**config.mk**
```make
export PLATFORM = sky130hd
export DESIGN_NAME = ntt_stage_ctrl
export DESIGN_NICKNAME = d
export VERILOG_FILES = /design/src/rtl/ntt_stage_ctrl.sv
export SDC_FILE = /design/constraint.sdc
export NUM_CORES = 1
export LEC_CHECK = 0
export ABC_AREA = 1
export BUFFER_PORTS_ARGS = -buffer_cell sky130_fd_sc_hd__buf_4
export CAP_MARGIN = 20
export CELL_PAD_IN_SITES_DETAIL_PLACEMENT = 1
export CELL_PAD_IN_SITES_GLOBAL_PLACEMENT = 2
export CORE_MARGIN = 2
export CORE_UTILIZATION = 36
export CTS_CLUSTER_SIZE = 12
export DETAILED_ROUTE_END_ITERATION = 10
export GPL_ROUTABILITY_DRIVEN = 0
export PLACE_DENSITY_LB_ADDON = 0.1
export SYNTH_ARGS = -nofsm -noshare
export SYNTH_HDL_FRONTEND = slang
export SYNTH_SLANG_ARGS = --single-unit
```
**constraint.sdc**
```tcl
create_clock -name clk -period 4.85 [get_ports clk]
set_input_delay 0.485 -clock clk [delete_from_list [all_inputs] [get_ports clk]]
set_output_delay 0.485 -clock clk [all_outputs]
set_load 0.005 [all_outputs]
```
**src/rtl/ntt_stage_ctrl.sv**
```systemverilog
// ntt_stage_ctrl
// Sequencer for an in-place radix-2 Cooley-Tukey NTT. It walks LOG_N stages
// of N/2 butterflies each. For every butterfly it issues a read address pair,
// a twiddle ROM index and the butterfly mode. The same address pair returns
// as the write-back pair once it has passed through a BF_LAT-deep delay line.
// A stall freezes the counters and the delay line and masks rd_en/wr_en for
// that cycle.
//
// Optional build macro: NTT_CYCLE_CNT_EN. When it is defined the block gets a
// 32-bit cycle_cnt output. That counter measures RUN+DRAIN cycles of the last
// transform, stalls included.
module ntt_stage_ctrl #(
    parameter int LOG_N  = 8,
    parameter int BF_LAT = 4
) (
    input  logic                       clk,
    input  logic                       reset,
    input  logic                       start,
    input  logic                       inverse,
    input  logic                       stall,
    output logic                       rd_en,
    output logic [LOG_N-1:0]           rd_addr0,
    output logic [LOG_N-1:0]           rd_addr1,
    output logic [LOG_N-2:0]           tw_addr,
    output logic                       bf_sel,
    output logic                       wr_en,
    output logic [LOG_N-1:0]           wr_addr0,
    output logic [LOG_N-1:0]           wr_addr1,
    output logic [$clog2(LOG_N+1)-1:0] stage,
    output logic                       busy,
    output logic                       done
`ifdef NTT_CYCLE_CNT_EN
    ,
    output logic [31:0]                cycle_cnt
`endif
);

    // Widths: butterfly counter, stage counter, drain counter, wide address
    // scratch (one spare bit so the shift left never loses the top bit),
    // twiddle index.
    localparam int BW = LOG_N - 1;
    localparam int SW = $clog2(LOG_N + 1);
    localparam int DW = (BF_LAT > 1) ? $clog2(BF_LAT) : 1;
    localparam int AW = LOG_N + 1;
    localparam int TW = LOG_N - 1;

    localparam logic [SW-1:0] LAST_STAGE = SW'(LOG_N - 1);
    localparam logic [DW-1:0] LAST_DRAIN = DW'(BF_LAT - 1);

    typedef enum logic [1:0] {
        S_IDLE,
        S_RUN,
        S_DRAIN,
        S_DONE
    } state_t;

    // One write-back delay line entry.
    typedef struct packed {
        logic             v;
        logic [LOG_N-1:0] a0;
        logic [LOG_N-1:0] a1;
    } wb_t;

    // ------------------------------------------------------------------
    // Address arithmetic for stage s, butterfly b:
    //   j = b mod 2^s, g = b / 2^s
    //   top    = g * 2^(s+1) + j   (insert a zero at bit s of b)
    //   bottom = top + 2^s
    //   twiddle= j << (LOG_N-1-s)
    // ------------------------------------------------------------------
    function automatic logic [AW-1:0] low_mask(input logic [SW-1:0] s);
        return (AW'(1) << s) - AW'(1);
    endfunction

    function automatic logic [LOG_N-1:0] top_addr(input logic [SW-1:0] s,
                                                  input logic [BW-1:0] b);
        logic [AW-1:0] bx;
        bx = AW'(b);
        return LOG_N'(((bx & ~low_mask(s)) << 1) | (bx & low_mask(s)));
    endfunction

    function automatic logic [LOG_N-1:0] bot_addr(input logic [SW-1:0] s,
                                                  input logic [BW-1:0] b);
        return LOG_N'(AW'(top_addr(s, b)) + (AW'(1) << s));
    endfunction

    function automatic logic [TW-1:0] twiddle(input logic [SW-1:0] s,
                                              input logic [BW-1:0] b);
        return TW'((AW'(b) & low_mask(s)) << (LAST_STAGE - s));
    endfunction

    // ------------------------------------------------------------------
    // State
    // ------------------------------------------------------------------
    state_t           state_q;
    logic [BW-1:0]    b_q;
    logic [SW-1:0]    stage_q;
    logic [DW-1:0]    drain_q;
    logic             run_q;
    logic             busy_q;
    logic             done_q;
    logic             inv_q;
    logic [LOG_N-1:0] rd_a0_q;
    logic [LOG_N-1:0] rd_a1_q;
    logic [TW-1:0]    tw_q;
`ifdef NTT_CYCLE_CNT_EN
    logic [31:0]      cnt_q;
`endif

    // Which butterfly gets presented next when the address registers load.
    logic [SW-1:0]    load_stage;
    logic [BW-1:0]    load_b;
    logic [LOG_N-1:0] rd_a0_d;
    logic [LOG_N-1:0] rd_a1_d;
    logic [TW-1:0]    tw_d;

    // The butterfly to present next: the first one of a transform, the first
    // one of the next stage, or the next one of the current stage.
    always_comb begin
        load_stage = stage_q;
        load_b     = b_q + BW'(1);
        if (state_q == S_IDLE) begin
            load_stage = '0;
            load_b     = '0;
        end else if (state_q == S_DRAIN) begin
            load_stage = stage_q + SW'(1);
            load_b     = '0;
        end
        rd_a0_d = top_addr(load_stage, load_b);
        rd_a1_d = bot_addr(load_stage, load_b);
        tw_d    = twiddle(load_stage, load_b);
    end

    // Main FSM: counters, registered status outputs and the read address
    // registers. The address registers load only when a new butterfly
    // becomes current, so they hold through stalls and DRAIN.
    always_ff @(posedge clk) begin
        if (reset) begin
            state_q <= S_IDLE;
            b_q     <= '0;
            stage_q <= '0;
            drain_q <= '0;
            run_q   <= 1'b0;
            busy_q  <= 1'b0;
            done_q  <= 1'b0;
            inv_q   <= 1'b0;
            rd_a0_q <= '0;
            rd_a1_q <= '0;
            tw_q    <= '0;
`ifdef NTT_CYCLE_CNT_EN
            cnt_q   <= '0;
`endif
        end else begin
            case (state_q)
                S_IDLE: begin
                    if (start) begin
                        state_q <= S_RUN;
                        b_q     <= '0;
                        stage_q <= '0;
                        drain_q <= '0;
                        run_q   <= 1'b1;
                        busy_q  <= 1'b1;
                        inv_q   <= inverse;
                        rd_a0_q <= rd_a0_d;
                        rd_a1_q <= rd_a1_d;
                        tw_q    <= tw_d;
                    end
                end
                S_RUN: begin
                    if (!stall) begin
                        if (&b_q) begin
                            // Last butterfly of the stage has just issued.
                            state_q <= S_DRAIN;
                            run_q   <= 1'b0;
                            drain_q <= '0;
                        end else begin
                            b_q     <= b_q + BW'(1);
                            rd_a0_q <= rd_a0_d;
                            rd_a1_q <= rd_a1_d;
                            tw_q    <= tw_d;
                        end
                    end
                end
                S_DRAIN: begin
                    if (!stall) begin
                        if (drain_q == LAST_DRAIN) begin
                            if (stage_q == LAST_STAGE) begin
                                state_q <= S_DONE;
                                busy_q  <= 1'b0;
                                done_q  <= 1'b1;
                            end else begin
                                state_q <= S_RUN;
                                stage_q <= stage_q + SW'(1);
                                b_q     <= '0;
                                run_q   <= 1'b1;
                                rd_a0_q <= rd_a0_d;
                                rd_a1_q <= rd_a1_d;
                                tw_q    <= tw_d;
                            end
                        end else begin
                            drain_q <= drain_q + DW'(1);
                        end
                    end
                end
                S_DONE: begin
                    // Done pulse lasts exactly one cycle and ignores stall.
                    state_q <= S_IDLE;
                    done_q  <= 1'b0;
                end
                default: begin
                    state_q <= S_IDLE;
                end
            endcase
`ifdef NTT_CYCLE_CNT_EN
            if (state_q == S_IDLE && start) begin
                cnt_q <= '0;
            end else if (busy_q) begin
                cnt_q <= cnt_q + 32'd1;
            end
`endif
        end
    end

    // A butterfly issues only when the sequencer is in RUN and nothing
    // downstream is frozen.
    assign rd_en    = run_q & ~stall;
    assign rd_addr0 = rd_a0_q;
    assign rd_addr1 = rd_a1_q;
    assign tw_addr  = tw_q;
    assign bf_sel   = inv_q;
    assign stage    = stage_q;
    assign busy     = busy_q;
    assign done     = done_q;
`ifdef NTT_CYCLE_CNT_EN
    assign cycle_cnt = cnt_q;
`endif

    // ------------------------------------------------------------------
    // Write-back delay line. It advances only on non-stalled cycles, so a
    // write-back pair appears exactly BF_LAT advancing cycles after its read.
    // ------------------------------------------------------------------
    wb_t dl_q [BF_LAT];
    wb_t dl_d [BF_LAT];

    assign dl_d[0] = '{v: rd_en, a0: rd_addr0, a1: rd_addr1};

    for (genvar gi = 1; gi < BF_LAT; gi++) begin : g_dl
        assign dl_d[gi] = dl_q[gi-1];
    end

    // Shift the delay line on every non-stalled cycle; reset empties it so an
    // aborted transform leaves no pending write-backs.
    always_ff @(posedge clk) begin
        if (reset) begin
            for (int i = 0; i < BF_LAT; i++) begin
                dl_q[i] <= '0;
            end
        end else if (!stall) begin
            for (int i = 0; i < BF_LAT; i++) begin
                dl_q[i] <= dl_d[i];
            end
        end
    end

    assign wr_en    = dl_q[BF_LAT-1].v & ~stall;
    assign wr_addr0 = dl_q[BF_LAT-1].a0;
    assign wr_addr1 = dl_q[BF_LAT-1].a1;

endmodule

```
Word-level counts from Yosys, hierarchy flattened
Memories as Yosys holds them, arrays and structs flattened. Cells that the tools add are included.

Add/sub/neg operators: 6. Shift operators: 2. Multiplexer cells: 74. Bitwise gates (word level): 11. Reductions and logical operators: 13. Equal/unequal tests: 14.

Operators with widths (count): 7-bit two-way mux (14); 8-bit two-way mux (12); 17-bit two-way mux (4); 8-bit one-hot mux with 3 select lines (2); 7-bit one-hot mux with 3 select lines (2); 4-bit two-way mux (6); 2-bit two-way mux (11); 7-bit AND reduction (3); 1-bit two-way mux (17); 5-bit AND reduction (3); 2-bit != test, second input constant (7); 7-bit by 9-bit bitwise AND with 9-bit output (1); 1-bit by 4-bit left shift with 9-bit output, first input constant (1); 9-bit by 4-bit left shift with 7-bit output (1); 9-bit by 2-bit subtractor with 9-bit output, second input constant (1); 8-bit adder (1); 8-bit OR (1); 2-bit one-hot mux with 4 select lines (1); 4-bit one-hot mux with 2 select lines (1); 7-bit by 1-bit adder with 7-bit output, second input constant (1); 7-bit bitwise AND (1); 7-bit NOT (1); 2-bit equality test, second input constant (3); 2-bit one-hot mux with 3 select lines (1); other kinds (17) (24).

Register bits: 42. Input bits: 5. Memory bits (writable): 68. Word-level logic and storage cells: 132. Memories kept: 1.

Memories: dl_q (depth 4, bits a word 17, rd ports 4, clocked after memory_dff 0, write ports 4, line 242) `wb_t dl_q [BF_LAT];`.

Logic depth before layout (Yosys ltp)
Gate-level depths: netlist of the first run.

Word-level depth: 13. Mapped depth: 25.

Worst setup path after synthesis of the first run
Ideal clock, no wire load.

Path type: reg2reg. Start: register state_q[1]. End: register rd_a1_q[6] (netlist: rd_addr1[6]). Stages on the path, launching flop included: 22. Buffers on the path: 0. Slack: 1.232 ns. Arrival time: 3.532 ns. Required time: 4.764 ns. Cell sequence: dfxtp_1 -> inv_2 -> nor2_4 -> ha_1 -> nor2_4 -> inv_2 -> nor2_1 -> inv_1 -> nor2_1 -> inv_1 -> ha_1 -> nor2_1 -> inv_1 -> o21ai_0 -> inv_1 -> fa_1 -> o21ai_0 -> a21oi_1 -> o21ai_0 -> xor2_1 -> nor2_1 -> a211oi_1.

Cells in the longest elaborated chain, start to end: 13.

Ends and longest elaborated chain: from (decl) (line 95) `state_t state_q;`; from (signal assigned) (line 139) `state_q <= S_IDLE;`; from (signal assigned) (line 157) `state_q <= S_RUN;`; from (signal assigned) (line 173) `state_q <= S_DRAIN;`; 2-bit equality test (line 125) `end else if (state_q == S_DRAIN) begin`; 4-bit two-way mux (line 125); 4-bit two-way mux (line 122) `if (state_q == S_IDLE) begin`; 1-bit by 4-bit left shift with 9-bit output; 9-bit by 2-bit subtractor with 9-bit output; 7-bit NOT; 7-bit bitwise AND; 8-bit OR (*); via rd_a0_d[1] (line 113) `logic [LOG_N-1:0] rd_a0_d;`; 8-bit adder (*) (line 84) `return LOG_N'(AW'(top_addr(s, b)) + (AW'(1) << s));`; 8-bit two-way mux (line 187) `if (stage_q == LAST_STAGE) begin`; 8-bit two-way mux (line 186) `if (drain_q == LAST_DRAIN) begin`; 8-bit two-way mux (line 185) `if (!stall) begin`; 8-bit one-hot mux with 3 select lines (*) (line 154) `case (state_q)`; to (signal assigned) (line 165) `rd_a1_q <= rd_a1_d;`; to (signal assigned) (line 179) `rd_a1_q <= rd_a1_d;`; to (signal assigned) (line 197) `rd_a1_q <= rd_a1_d;`; to (decl) (line 104) `logic [LOG_N-1:0] rd_a1_q;`.

Mark *: on every way through the listed nets, which the timed path passes. The rest lies on a longest branch. The select of a mux whose other input is x is not followed. A chain may end at the register's enable or synchronous reset.

Worst setup path after layout of the first run
Start: register state_q[0]. End: register rd_a1_q[6] (netlist: rd_addr1[6]).

Same word-level chain as after synthesis.

==> reports/qor_table.md, run 1 <==
| Quantity | Value |
|---|---|
| Sink count of the clock tree | 110 |
| Critical Path Max Stage Delay | 0.66 ns |
| Tightest slew margin relative to the limit | 0.496 |
| Pins Over Slew Limit | 0 |
| Gate count after technology mapping | 617 |
| Total setup buffers inserted after CTS | 0 |
| Final #Nets | 653 |
| Global-route congestion overflow total | 0 |
| Biggest area contributors in the synthesized netlist | sky130_fd_sc_hd__edfxtp_1 38%, sky130_fd_sc_hd__dfxtp_1 16%, sky130_fd_sc_hd__inv_1 8.0% |
| Detailed router's first-iteration violation count | 238 |
| Buffers from clock root to sink, at most | 2 |
| Clk_skew | 0.00747 ns |
| Number of vias after detailed routing | 3900 |
| Chip width | 127 µm |
| Std-Cell Rows | 44 |
| Number of hold violations in the final report | 0 |
| Post-route fraction of the period consumed by the critical path | 0.871 |
| Hold WC Path Type | in -> reg |
| Nature of the critical path endpoint | register |
| Worst-Margin Slew | 0.753 ns |
| Most common cell in the netlist | sky130_fd_sc_hd__inv_1 |
| Synthesized netlist net count | 634 |
| Critical setup path kind | reg -> reg |
| Resized Gates After CTS | 0 |
| Outcome | finished clean |
| Min Tclk post-route | 4.23 ns |
| Average cell area after synthesis | 8.78 µm² |
| CTS H-tree lvls | 3 |
| Final setup violating endpoints | 0 |
| DIE HEIGHT | 127 µm |
| Setup repair after global routing missed its margin | false |
| Clock slew seen by the registers of the worst setup and hold paths | 0.07 ns |
| Count of antenna-violating nets left after detailed routing | 0 |
| Critical path peak fanout | 14 |
| Req. time, crit path | 5.11 ns |
| Total clock buffers created by CTS | 9 |
| Total power divided by cell area | 407 nW/µm² |
| Clk Latency, worst-skew pair | 0.34 ns |
| # IOs | 53 |
| Highest clock rate | 237 MHz |
| Vias in the first global route | 3969 |
| Cell class contributing the biggest share of worst-path delay | adder cells |
| Routed via count divided by cell count | 4.73 |
| Number of warnings printed during yosys synthesis | 0 |
| Final Worst Setup Slack | 0.624 ns |
| Clock root buffer | sky130_fd_sc_hd__clkbuf_16 |
| Area of the core | 14600 µm² |
| Leakage power | 0.00267 µW |
| Fillcell total | 1714 |
| Setup_tns | 0 ns |
| Initial antenna violation count | 0 |
| Kind of start point of the critical path | register |
| Count of buffers inserted at the top-level ports | 52 |
| Slowest-stage cell, CP | sky130_fd_sc_hd__dfxtp_1 |
| Die Outline Area | 16000 µm² |
| Count of unresolved DRC violations after routing | 0 |
| Post-route standard cell area excluding fillers | 6050 µm² |
| Tot GR Track Use | 0.157 |
| Largest net degree at the start of global routing | 41 |
| Cell chain of the critical path | nor2_4, ha_1, nor2_4, inv_2, nor2_1, inv_1, nor2_1, inv_1, ha_1, nor2_1, inv_1, o21ai_0, inv_1, fa_1, o21ai_0, a21oi_1, o21ai_0, xor2_1, nor2_1, a211oi_1 |
| Fraction of final layout cells with drive strength greater than 1 | 0.162 |
| HPWL Detailed | 8940 µm |
| Synth async-reset ratio | 0 |
| Power consumption | 2460 µW |
| First-pass GRT wire length | 20100 µm |
| Most used flip-flop cell after synthesis | sky130_fd_sc_hd__edfxtp_1 |
| Max-cap violations | 0 |
| Placed cell area | 5760 µm² |
| Initial cell density of the core | 0.370 |
| Worst IR drop on VDD | 161 µV |
| Number of synthesized register bits | 110 |
| Diode count | 0 |
| Post-cts hold buffer count | 0 |
| CTS tree | done |
| Buffers and inverters on the worst path | 5 |
| Cell types with the highest counts after synthesis | 116 x sky130_fd_sc_hd__inv_1, 101 x sky130_fd_sc_hd__nor2_1, 72 x sky130_fd_sc_hd__nand2_1 |
| Largest area contributor in the synthesized netlist | sky130_fd_sc_hd__edfxtp_1 |
| 1st-pass router iterations | 4 |
| Post-Synthesis Cell Area | 5420 µm² |
| Area added between synthesis and finish | 11.6% |
| Post-synth cell types | 43 |
| Routed wirelength normalized by instance count | 14.7 µm |
| Fraction of synthesized cell area taken by the top area cell type | 0.377 |
| Placement-stage worst setup slack | 0.586 ns |
| Final WL | 12100 µm |
| Arrival @ worst endpoint | 4.49 ns |
| Post-synthesis sequential area ratio | 0.532 |
| Post-synth EDFFs | 68 |
-- state kept, by name, indices dropped and copies added, names as in the netlist, 2 cells and up --
signal	count
dl_q	68
rd_addr0	8
rd_addr1	8
b_q	7
tw_addr	7
stage	4
drain_q	2
state_q	2
-- metal layers --
metal	wire length (µm)	global-route usage	vias up
met2	5810	0.263	52
met5	0	0	-
met4	221	0.0537	0
met3	290	0.0198	17
met1	5780	0.211	1870
li1	-	-	1961
-- through the flow --
step	hold slack [ns]	util	cells
after floorplan	0.439	-	617
after global placement	0.448	0.393	809
after detailed placement	0.457	0.393	809
after CTS	0.382	0.413	825
after global routing	0.389	0.413	825
final	0.386	0.413	825
-- worst register-to-register path, cell delays in order (launching register included) --
cell                       delay (ns)
sky130_fd_sc_hd__dfxtp_1         0.66
sky130_fd_sc_hd__nor2_4          0.14
sky130_fd_sc_hd__ha_1            0.34
sky130_fd_sc_hd__nor2_4          0.22
sky130_fd_sc_hd__inv_2           0.10
sky130_fd_sc_hd__nor2_1          0.14
sky130_fd_sc_hd__inv_1           0.08
sky130_fd_sc_hd__nor2_1          0.16
sky130_fd_sc_hd__inv_1           0.10
sky130_fd_sc_hd__ha_1            0.31
sky130_fd_sc_hd__nor2_1          0.16
sky130_fd_sc_hd__inv_1           0.07
sky130_fd_sc_hd__o21ai_0         0.15
sky130_fd_sc_hd__inv_1           0.11
sky130_fd_sc_hd__fa_1            0.44
sky130_fd_sc_hd__o21ai_0         0.29
sky130_fd_sc_hd__a21oi_1         0.11
sky130_fd_sc_hd__o21ai_0         0.20
sky130_fd_sc_hd__xor2_1          0.16
sky130_fd_sc_hd__nor2_1          0.05
sky130_fd_sc_hd__a211oi_1        0.16
-- placed cells by master (no fill, tap or decap), types with 2 or more instances in the layout --
cell,netlist,final
sky130_fd_sc_hd__inv_1,116,116
sky130_fd_sc_hd__nor2_1,101,101
sky130_fd_sc_hd__nand2_1,72,70
sky130_fd_sc_hd__edfxtp_1,68,68
sky130_fd_sc_hd__buf_4,33,58
sky130_fd_sc_hd__dfxtp_1,42,42
sky130_fd_sc_hd__a21oi_1,36,36
sky130_fd_sc_hd__o21ai_0,31,31
sky130_fd_sc_hd__nand3_1,19,19
sky130_fd_sc_hd__ha_1,11,11
sky130_fd_sc_hd__clkbuf_16,0,9
sky130_fd_sc_hd__nand2_2,4,6
sky130_fd_sc_hd__nor3_1,6,6
sky130_fd_sc_hd__a211oi_1,6,6
sky130_fd_sc_hd__inv_2,5,5
sky130_fd_sc_hd__nand3_2,5,5
sky130_fd_sc_hd__xnor2_1,5,5
sky130_fd_sc_hd__xor2_1,5,5
sky130_fd_sc_hd__nor2_4,4,4
sky130_fd_sc_hd__nand4_1,4,4
sky130_fd_sc_hd__nor2_2,4,4
sky130_fd_sc_hd__clkbuf_1,6,3
sky130_fd_sc_hd__o21ai_2,2,2
sky130_fd_sc_hd__a21oi_2,2,2
sky130_fd_sc_hd__o211ai_1,2,2
sky130_fd_sc_hd__o211a_1,2,2
sky130_fd_sc_hd__clkinv_4,0,2
-- cells by family (layout without fill, tap and decap cells) --
kind of cell / after synthesis / in the layout / synth area share
flip-flops: 110 / 110 / 0.532
AO/OA/AOI/OAI: 89 / 89 / 0.0954
adder cells (fa/ha/maj): 12 / 12 / 0.0291
other: 1 / 1 / 0.000692
XOR/XNOR: 10 / 10 / 0.0162
buffers and inverters: 173 / 197 / 0.147
AND/OR/NAND/NOR: 222 / 222 / 0.179
-- area by class of cell --
type	instances	area, µm²	area share
Multi-Input combinational cell	334	1740	0.288
Clock inverter	4	56.3	0.00931
Inverter	123	464	0.0767
Timing Repair Buffer	58	435	0.0720
Sequential cell	110	2880	0.477
Tap cell	184	230	0.0381
Clock buffer	12	236	0.0391
-- power breakdown --
| group | internal [µW] | switching, µW |
|---|---|---|
| registers | 1090 | 70.2 |
| logic | 199 | 347 |
| clock network | 406 | 344 |
-- worst paths after layout --
path                            depth (start not counted)        from          end  slack (ns)
worst min-delay path                                    3     inverse       bf_sel        0.39
worst max-delay path                                   20  state_q[0]  rd_addr1[6]        0.62
worst max register to register                         20  state_q[0]  rd_addr1[6]        0.62
worst min register to register                          2       run_q        run_q        0.47
Note: power is estimated with default switching activity, not from simulation.
==> inputs of run 2 (changes only) <==
--- a/config.mk
+++ b/config.mk
@@ -6,7 +6,7 @@
 export NUM_CORES = 1
 export LEC_CHECK = 0
 export ABC_AREA = 1
-export BUFFER_PORTS_ARGS = -buffer_cell sky130_fd_sc_hd__buf_4
+export BUFFER_PORTS_ARGS = -buffer_cell sky130_fd_sc_hd__clkbuf_2
 export CAP_MARGIN = 20
 export CELL_PAD_IN_SITES_DETAIL_PLACEMENT = 1
 export CELL_PAD_IN_SITES_GLOBAL_PLACEMENT = 2
@@ -15,6 +15,7 @@
 export CTS_CLUSTER_SIZE = 12
 export DETAILED_ROUTE_END_ITERATION = 10
 export GPL_ROUTABILITY_DRIVEN = 0
+export MAX_ROUTING_LAYER = met4
 export PLACE_DENSITY_LB_ADDON = 0.1
 export SYNTH_ARGS = -nofsm -noshare
 export SYNTH_HDL_FRONTEND = slang
==> run 2 against run 1 <==
Cell area down 2.7%. Core utilization down 1.1 points. Clock skew hardly changed. Die area did not move. Sequential power about the same. Combinational power is 5.9% lower. Global-route usage increased by 0.65 points. Sequential share of layout area grew 1.3 points. First-iteration DRC count fell by 4.2%. Largest power group unchanged.
==> reports/qor_table.md, run 2 (synthesis results as in run 1) <==
| Quantity | Value | Change |
|---|---|---|
| Outcome | finished clean | unchanged |
| Pins Over Slew Limit | 0 | unchanged |
| Clock slew seen by the registers of the worst setup and hold paths | 0.08 ns | was 0.07 ns |
| Count of buffers inserted at the top-level ports | 52 | unchanged |
| Cell chain of the critical path | inv_2, nor2_4, ha_1, nor2_4, inv_2, nor2_1, inv_1, nor2_1, inv_1, ha_1, nor2_1, inv_1, o21ai_0, inv_1, fa_1, o21ai_0, a21oi_1, o21ai_0, xor2_1, nor2_1, a211oi_1 | was nor2_4, ha_1, nor2_4, inv_2, nor2_1, inv_1, nor2_1, inv_1, ha_1, nor2_1, inv_1, o21ai_0, inv_1, fa_1, o21ai_0, a21oi_1, o21ai_0, xor2_1, nor2_1, a211oi_1 |
| Worst Hold Launch | inverse | unchanged |
| Fraction of power consumed by the clock network | 0.297 | was 0.305 |
| CTS H-tree lvls | 3 | unchanged |
| Combinational fraction of design power | 0.215 | was 0.222 |
| Biggest register | dl_q | unchanged |
| Global-route congestion overflow total | 0 | unchanged |
| Clk Latency, worst-skew pair | 0.35 ns | was 0.34 ns |
| Critical path peak fanout | 7 | was 14 |
| Share of total power consumed by net switching | 0.321 | was 0.309 |
| Post-route fraction of the period consumed by the critical path | 0.876 | was 0.871 |
| Max reg flops | 68 | unchanged |
| # IOs | 53 | unchanged |
| Leakage power | 0.00262 µW | was 0.00267 µW |
| Reg-to-Reg Start | state_q[1] | was state_q[0] |
| Post-Place Cells | 807 | was 809 |
| Area of the core | 14600 µm² | unchanged |
| Total clock buffers created by CTS | 9 | unchanged |
| Sink count of the clock tree | 110 | unchanged |
| Highest clock rate | 235 MHz | was 237 MHz |
| Sequential group share of total power | 0.488 | was 0.473 |
| Chip width | 127 µm | unchanged |
| First-pass GRT wire length | 20000 µm | was 20100 µm |
| Hold WC Path Type | in -> reg | unchanged |
| Tot GR Track Use | 0.163 | was 0.157 |
| Routed via count divided by cell count | 4.67 | was 4.73 |
| Largest net degree at the start of global routing | 65 | was 41 |
| Finished Layout Cells | 823 | was 825 |
| Min Tclk post-route | 4.25 ns | was 4.23 ns |
| Max-cap violations | 0 | unchanged |
| Buffers and inverters on the worst path | 6 | was 5 |
| Clk_skew | 0.00719 ns | was 0.00747 ns |
| Hold Path Stages | 3 | unchanged |
| Worst IR drop on VDD | 182 µV | was 161 µV |
| Worst-Margin Slew | 1.02 ns | was 0.753 ns |
| Final #Nets | 651 | was 653 |
| Leading cell type in the layout, fill and taps excluded | sky130_fd_sc_hd__inv_1 | unchanged |
| Setup_tns | 0 ns | unchanged |
| Cell class contributing the biggest share of worst-path delay | adder cells | unchanged |
| Buffers from clock root to sink, at most | 2 | unchanged |
| Diode count | 0 | unchanged |
| Critical Path Max Stage Delay | 0.46 ns | was 0.66 ns |
| Std-Cell Rows | 44 | unchanged |
| Routed wirelength normalized by instance count | 14.4 µm | was 14.7 µm |
| Slowest-stage cell, CP | sky130_fd_sc_hd__dfxtp_1 | unchanged |
| Initial antenna violation count | 0 | unchanged |
| Die Outline Area | 16000 µm² | unchanged |
| Setup repair after global routing missed its margin | false | unchanged |
| Number of hold violations in the final report | 0 | unchanged |
| Critical setup path kind | reg -> reg | unchanged |
| Arrival @ worst endpoint | 4.51 ns | was 4.49 ns |
| Nature of the critical path endpoint | register | unchanged |
| Worst reg-to-reg path cell count | 21 | was 20 |
| CTS tree | done | unchanged |
| Most used cells in the layout excluding fill and tap cells | 116 x sky130_fd_sc_hd__inv_1, 101 x sky130_fd_sc_hd__nor2_1, 70 x sky130_fd_sc_hd__nand2_1, 68 x sky130_fd_sc_hd__edfxtp_1, 52 x sky130_fd_sc_hd__clkbuf_2 | was 116 x sky130_fd_sc_hd__inv_1, 101 x sky130_fd_sc_hd__nor2_1, 70 x sky130_fd_sc_hd__nand2_1, 68 x sky130_fd_sc_hd__edfxtp_1, 58 x sky130_fd_sc_hd__buf_4 |
| Power dissipated by switching net loads | 764 µW | was 761 µW |
| Cell depth of the worst setup path | 21 | was 20 |
| Initial cell density of the core | 0.370 | unchanged |
| HPWL Detailed | 8590 µm | was 8940 µm |
| Clock root buffer | sky130_fd_sc_hd__clkbuf_16 | unchanged |
| Number of vias after detailed routing | 3845 | was 3900 |
| Count of unresolved DRC violations after routing | 0 | unchanged |
| Req. time, crit path | 5.12 ns | was 5.11 ns |
| Final WL | 11800 µm | was 12100 µm |
| 1st-pass router iterations | 5 | was 4 |
| Tightest slew margin relative to the limit | 0.320 | was 0.496 |
| Detailed router's first-iteration violation count | 228 | was 238 |
| Total power divided by cell area | 405 nW/µm² | was 407 nW/µm² |
| Final setup violating endpoints | 0 | unchanged |
| Critical path origin | state_q[1] | was state_q[0] |
| Vias in the first global route | 3860 | was 3969 |
| Area added between synthesis and finish | 8.66% | was 11.6% |
| Fraction of final layout cells with drive strength greater than 1 | 0.164 | was 0.162 |
| Internal power | 1620 µW | was 1700 µW |
| DIE HEIGHT | 127 µm | unchanged |
| Worst hold margin | 0.363 ns | was 0.386 ns |
| Kind of start point of the critical path | register | unchanged |
| Count of antenna-violating nets left after detailed routing | 0 | unchanged |
| Power consumption | 2380 µW | was 2460 µW |
-- run 2: cell types whose count changed in the layout (fill, tap and decap cells not counted) --
cell	change
sky130_fd_sc_hd__dfxtp_1	-1
sky130_fd_sc_hd__clkbuf_1	-2
sky130_fd_sc_hd__clkinvlp_4	+1
sky130_fd_sc_hd__clkinv_4	-1
sky130_fd_sc_hd__dfxtp_2	+1
sky130_fd_sc_hd__inv_8	+1
sky130_fd_sc_hd__buf_4	-54
sky130_fd_sc_hd__bufinv_16	-1
sky130_fd_sc_hd__clkbuf_2	+52
sky130_fd_sc_hd__clkinv_2	+2
-- run 2: power by group through the flow --
| stage | clock network (µW) | logic [µW] | registers (µW) |
|---|---|---|---|
| 6_report | 707 | 513 | 1160 |
| 5_1_grt | 771 | 592 | 1180 |
| 4_1_cts | 737 | 524 | 1160 |
| 2_1_floorplan | 0 | 416 | 1160 |
| 3_3_place_gp | 0 | 518 | 1180 |
| 3_5_place_dp | 0 | 520 | 1180 |
-- run 2: worst reg2reg max path: cells and delay by family, from the launching register on --
family	cells	cell delay (ns)
xor gates and xnor gates	1	0.17
DFF	1	0.46
buffers and inverters	6	0.55
and+or+nand+nor	6	0.95
AOI/OAI and AO/OA	5	0.98
adders and majority gates	3	1.07
-- run 2: metrics by stage --
step	instance area [µm²]	worst slack, ns	utilization
floorplan	5420	1.23	-
global placement	5610	0.652	0.383
detailed placement	5610	0.450	0.383
CTS	5890	0.433	0.402
global route	5890	0.0440	0.402
finish	5890	0.601	0.402
-- run 2: worst paths after layout --
kind	end	slack (ns)
worst min-delay path	bf_sel	0.36
worst max-delay path	rd_addr1[6]	0.60
worst min register to register	tw_addr[1]	0.47
worst max register to register	rd_addr1[6]	0.60
-- run 2: layout make-up --
class / instances / area (µm²)
fill: 1737 / 8760
sequential: 110 / 2880
multi-input combinational: 334 / 1740
inverter: 123 / 464
timing repair buffer: 56 / 290
tap: 184 / 230
clock buffer: 10 / 229
clock inverter: 6 / 46.3
-- run 2: metal layers --
metal,up-vias,part of all wire,global-route usage
li1,1958,-,-
met1,1818,0.49,0.216
met2,54,0.47,0.256
met3,15,0.023,0.0236
met4,0,0.019,0.0627
met5,-,0,-
-- run 2: what timing repair did --
item / in CTS / in global routing
setup buffers: 0 / 0
endpoints found under the setup margin: 0 / 1
resized for setup: 0 / 1
hold buffers: 0 / 0
